===== src/rtl/vector_accel_defs.sv =====
// Shared definitions for the vector accelerator: loader state encodings and the
// default element/vector sizes also used by the dotProduct instantiations.
package vector_accel_defs;

    localparam logic [1:0] LOAD_A = 2'd0;
    localparam logic [1:0] LOAD_B = 2'd1;
    localparam logic [1:0] WAIT   = 2'd2;
    localparam logic [1:0] SEND   = 2'd3;

    localparam int DEF_INTSIZE    = 8;
    localparam int DEF_MATRIXSIZE = 10;

    typedef enum logic [1:0] {
        S_LOAD_A = LOAD_A,
        S_LOAD_B = LOAD_B,
        S_WAIT   = WAIT,
        S_SEND   = SEND
    } loader_state_t;

endpackage


===== src/rtl/vector_loader.sv =====
// Byte-serial loader for the dot-product stage: assembles vectors A and B,
// waits out the downstream latency, then returns the captured result.
//
// state  | meaning
// LOAD_A | accepting elements of A into a_flat
// LOAD_B | accepting elements of B into b_flat
// WAIT   | counting down the dotProduct pipeline latency
// SEND   | holding out_data/out_valid until out_ready
module vector_loader
    import vector_accel_defs::*;
#(
    parameter int MATRIXSIZE = DEF_MATRIXSIZE,
    parameter int INTSIZE    = DEF_INTSIZE,
    parameter int DP_LATENCY = 2
) (
    input  logic                            clk,
    input  logic                            rst_n,
    input  logic                            flush,
    input  logic [INTSIZE-1:0]              in_data,
    input  logic                            in_valid,
    output logic                            in_ready,
    output logic [0:INTSIZE*MATRIXSIZE-1]   a_flat,
    output logic [0:INTSIZE*MATRIXSIZE-1]   b_flat,
    input  logic [INTSIZE-1:0]              dp_result,
    output logic [INTSIZE-1:0]              out_data,
    output logic                            out_valid,
    input  logic                            out_ready,
    output logic                            busy
);

    localparam int IDX_W  = (MATRIXSIZE > 1) ? $clog2(MATRIXSIZE) : 1;
    localparam int WAIT_W = $clog2(DP_LATENCY) + 1;
    localparam logic [IDX_W-1:0]  LAST_IDX   = IDX_W'(MATRIXSIZE - 1);
    localparam logic [WAIT_W-1:0] WAIT_START = WAIT_W'(DP_LATENCY - 1);

    loader_state_t     state, state_nxt;
    logic [IDX_W-1:0]  idx, idx_nxt;
    logic [WAIT_W-1:0] wait_cnt, wait_nxt;
    logic              out_valid_nxt;
    logic              capture;
    logic              a_we, b_we;
    logic              armed;
    logic              xfer;

    // armed keeps in_ready low until the first edge after reset release
    always_ff @(posedge clk or negedge rst_n) begin
        if (!rst_n) armed <= 1'b0;
        else        armed <= 1'b1;
    end

    assign in_ready = armed && ((state == S_LOAD_A) || (state == S_LOAD_B));
    assign xfer     = in_valid && in_ready;
    assign busy     = !((state == S_LOAD_A) && (idx == '0));

    always_ff @(posedge clk or negedge rst_n) begin
        if (!rst_n) begin
            state     <= S_LOAD_A;
            idx       <= '0;
            wait_cnt  <= '0;
            out_valid <= 1'b0;
        end else begin
            state     <= state_nxt;
            idx       <= idx_nxt;
            wait_cnt  <= wait_nxt;
            out_valid <= out_valid_nxt;
        end
    end

    always_comb begin
        state_nxt     = state;
        idx_nxt       = idx;
        wait_nxt      = wait_cnt;
        out_valid_nxt = out_valid;
        capture       = 1'b0;
        a_we          = 1'b0;
        b_we          = 1'b0;
        if (flush) begin
            state_nxt     = S_LOAD_A;
            idx_nxt       = '0;
            out_valid_nxt = 1'b0;
        end else begin
            case (state)
                S_LOAD_A: begin
                    if (xfer) begin
                        a_we = 1'b1;
                        if (idx == LAST_IDX) begin
                            idx_nxt   = '0;
                            state_nxt = S_LOAD_B;
                        end else begin
                            idx_nxt = idx + IDX_W'(1);
                        end
                    end
                end
                S_LOAD_B: begin
                    if (xfer) begin
                        b_we = 1'b1;
                        if (idx == LAST_IDX) begin
                            idx_nxt   = '0;
                            wait_nxt  = WAIT_START;
                            state_nxt = S_WAIT;
                        end else begin
                            idx_nxt = idx + IDX_W'(1);
                        end
                    end
                end
                S_WAIT: begin
                    if (wait_cnt == '0) begin
                        capture       = 1'b1;
                        out_valid_nxt = 1'b1;
                        state_nxt     = S_SEND;
                    end else begin
                        wait_nxt = wait_cnt - WAIT_W'(1);
                    end
                end
                S_SEND: begin
                    if (out_ready) begin
                        out_valid_nxt = 1'b0;
                        state_nxt     = S_LOAD_A;
                    end
                end
                default: state_nxt = S_LOAD_A;
            endcase
        end
    end

    // Vectors are only ever written by transfers; flush and later states leave them intact.
    always_ff @(posedge clk or negedge rst_n) begin
        if (!rst_n) begin
            a_flat   <= '0;
            b_flat   <= '0;
            out_data <= '0;
        end else begin
            if (a_we)    a_flat[int'(idx) * INTSIZE +: INTSIZE] <= in_data;
            if (b_we)    b_flat[int'(idx) * INTSIZE +: INTSIZE] <= in_data;
            if (capture) out_data <= dp_result;
        end
    end

endmodule


===== config.mk =====
export PLATFORM = sky130hd
export DESIGN_NAME = vector_loader
export DESIGN_NICKNAME = d
export VERILOG_FILES = /design/src/rtl/vector_accel_defs.sv /design/src/rtl/vector_loader.sv
export SDC_FILE = /design/constraint.sdc
export NUM_CORES = 1
export LEC_CHECK = 0
export BUFFER_PORTS_ARGS = -buffer_cell sky130_fd_sc_hd__buf_2
export CAP_MARGIN = 40
export CORE_MARGIN = 2
export CORE_UTILIZATION = 46
export DETAILED_ROUTE_END_ITERATION = 6
export GPL_ROUTABILITY_DRIVEN = 1
export MAX_ROUTING_LAYER = met4
export PLACE_DENSITY = 0.71
export SLEW_MARGIN = 20
export SYNTH_ARGS = -nofsm -noshare
export SYNTH_HDL_FRONTEND = slang
export SYNTH_SLANG_ARGS = --single-unit

===== constraint.sdc =====
create_clock -name clk -period 3.4 [get_ports clk]
set_input_delay 0.68 -clock clk [delete_from_list [all_inputs] [get_ports clk]]
set_output_delay 0.68 -clock clk [all_outputs]
set_load 0.005 [all_outputs]

==> metrics <==
IO buf count=roughly 190; Post-Syn Instances=roughly 470; final RePlAce weighted congestion=approximately 0.85; Placement Rows=45; cell area power density=~600 nW/um^2; Primary FF master, synth=dfrtp_1; Worst path top cell family by delay=flip-flops; grt met2 use=a little over a third; Hold WC Path Type=in -> async; Fin. Hold Viols=0; CP max-delay cell=dfrtp_1; cts repair resizes=0; skew final=approximately 0.0056 ns; effective utilization at floorplan=a little under half; Num CTS Buffers=17; final critical-path share of the clock period=between 70% and 80%; area growth from synthesis to layout=25.8%; Total Routed Length=17500 microns; Setup WS pre-CTS=about 1.1 ns; sequential power share=roughly 45%; Worst setup EP type=output port; CTS Sinks=178; die height=around 130 microns; WS Path Type=reg -> out; Synth Register Bits=around 180; Final WS setup=0.869 ns; Via density=5.20; Finished Layout Cells=approximately 900; cell-internal power=4.19 mW; fmax=0.395 GHz; main area contributors after synthesis=dfrtp_1, mux2_2, ha_1, nand3_2, and2_1; Period minus WS final=roughly 2.5 ns; Arrival @ worst endpoint=around 1.9 ns; Final #Nets=roughly 700; CTS Buffer Depth=2; Buf/Inv on CP=2; initial antenna violation count=0; FILL cells=1215; CTS tree=yes; layout cells sized above 1=roughly 60%; total power=5.54 mW; actual slew at the worst max-slew pin=roughly 0.78 ns; antenna viol nets, final=0; chip width=129 microns; critical path startpoint category=flop; Slew Viols, Final=0; sequential area share after synthesis=between 60% and 70%; combinational share of power=between 10% and 20%; Peak VDD IR=approximately 370 uV; # IOs=192; wire per inst=19.7 microns; initial drt markers=approximately 160; Worst Path Required=approximately 2.7 ns; clock share of power=38.8%; Die Area=~17000 sq um; sw frac=about a quarter; most common cell in the netlist=dfrtp_1; Syn Nets=approximately 500; post-CTS setup buffer count=0; Max-Slew Margin vs Limit=a little under half; syn avg cell area=about 15 sq um; leakage=5.09 nW; largest net degree at the start of global routing=84; vias in the first global route=4829; largest area contributor in the netlist=dfrtp_1; Async S/R FF share, synth=100%; post-detail-place hpwl=between 10000 and 15000 microns; Hold Buf Count CTS=0; setup TNS=0 ns; Synth Cell Area=7230 sq um; Psw=~1.4 mW; top-area cell type share of the netlist area=between 60% and 70%; met1 GRT Util=between 20% and 30%; gr usage total=a little under a quarter; area of the multi-input gates=around 2700 sq um; Worst-Skew Late Latency=approximately 0.42 ns; crit path cell chain=inv_1 > ha_1 > nor3b_1 > nand2_1 > buf_2; Crit Path Max Fanout=9; first-pass GRT wire length=about 27000 microns; RSZ-0062 raised after global routing=false; ANT cells=0; H-tree depth=4; clock root cell=clkbuf_16; max-cap violations=0; Via Count=roughly 4600; EDFF count, synth=0; GR Overflow Total=0; Distinct cells, synth=44; Yosys warnings=0; TritonRoute pass-1 iters=4; GR Util met3=6.19%; final setup violation count=0; DRC Markers=0; status=finished clean; FF+latch area=~4500 sq um; Core Area=about 15000 sq um; Worst-path clk slew=0.06 ns; placed cell count=between 800 and 900; grt peak-use layer=met2; CP max stage delay=~0.40 ns; top cells by count, synth=dfrtp_1, mux2_2, clkbuf_1
per-layer routing:
metal  share of wire [%]  up-vias
li1                    -     2054
met1                  44     2407
met2                  49      138
met3                 5.7       22
met4                 1.3        0
met5                   0        -
worst paths after layout:
check	from	endpoint	slack, ns	cells after the start
hold / removal	rst_n	out_data[0]	0.16	1
min in group clk	dp_result[6]	out_data[6]	0.49	2
hold reg to reg	out_data[0]	out_data[0]	0.50	1
max in group asynchronous	rst_n	b_flat[14]	2.37	3
setup reg to reg	state[1]	a_flat[60]	1.08	5
setup / recovery	state[1]	busy	0.87	5
flip-flops by register name (all words and copies together), names as in the netlist:
register	cells
idx	4
b_flat	80
out_valid	1
state	2
a_flat	80
wait_cnt	2
armed	1
out_data	8
placed cells by master, fill, tap and decap left out, types with 3 or more instances in the layout:
master     instances
inv_1              8
nand2_2            6
nand2_1            5
bufinv_16          5
and3_1             9
nor2_1             7
clkbuf_8           4
mux2i_1            3
mux2_2           168
and2_1             9
buf_2            190
nor2_2             4
clkbuf_16         17
nand3_2            7
ha_1               7
nand2b_1           6
nor2b_1            3
dfrtp_1          178
cells by family (layout without fill, tap and decap cells):
group                      Yosys count  count (layout)  synth area share, %
AOI/OAI and AO/OA                   15              15                 1.45
xor gates and xnor gates             1               1                0.121
adders and majority gates            7               7                 1.21
buffers and inverters               27             232                 1.59
DFF                                178             178                 61.6
muxes                              172             172                 26.8
other                                1               1               0.0519
and+or+nand+nor                     72              72                 7.17
cell type report:
type	instances	share of cell area, %
clock buffer	21	5.28
clock inverter	9	1.94
inverter	8	0.330
multi-input combinational	268	29.2
sequential	178	49.0
tap	211	2.90
timing repair buffer	194	11.3
power by group through the flow:
stage               Combinational, mW  Sequential (mW)  Clock [mW]
finish                          0.881             2.51        2.15
global route                    0.977             2.54        2.30
CTS                             0.889             2.51        2.20
detailed placement              0.885             2.55           0
global placement                0.857             2.53           0
floorplan                       0.450             2.55           0
worst reg2reg max path, delay by kind of cell (launching register included):
kind / cells / cell delay, ns
and+or+nand+nor: 2 / 0.88
DFF: 1 / 0.40
buffers and inverters: 1 / 0.11
adders and majority gates: 1 / 0.39
muxes: 1 / 0.41
through the flow:
step	hold slack (ns)	cell area [sq um]	util [%]
after floorplan	0.384	7230	-
after global placement	0.475	8410	55.1
after detailed placement	0.487	8410	55.1
after CTS	0.341	9060	59.4
after global routing	0.174	9090	59.6
final	0.162	9090	59.6
Power figures use the tool's default switching activity.
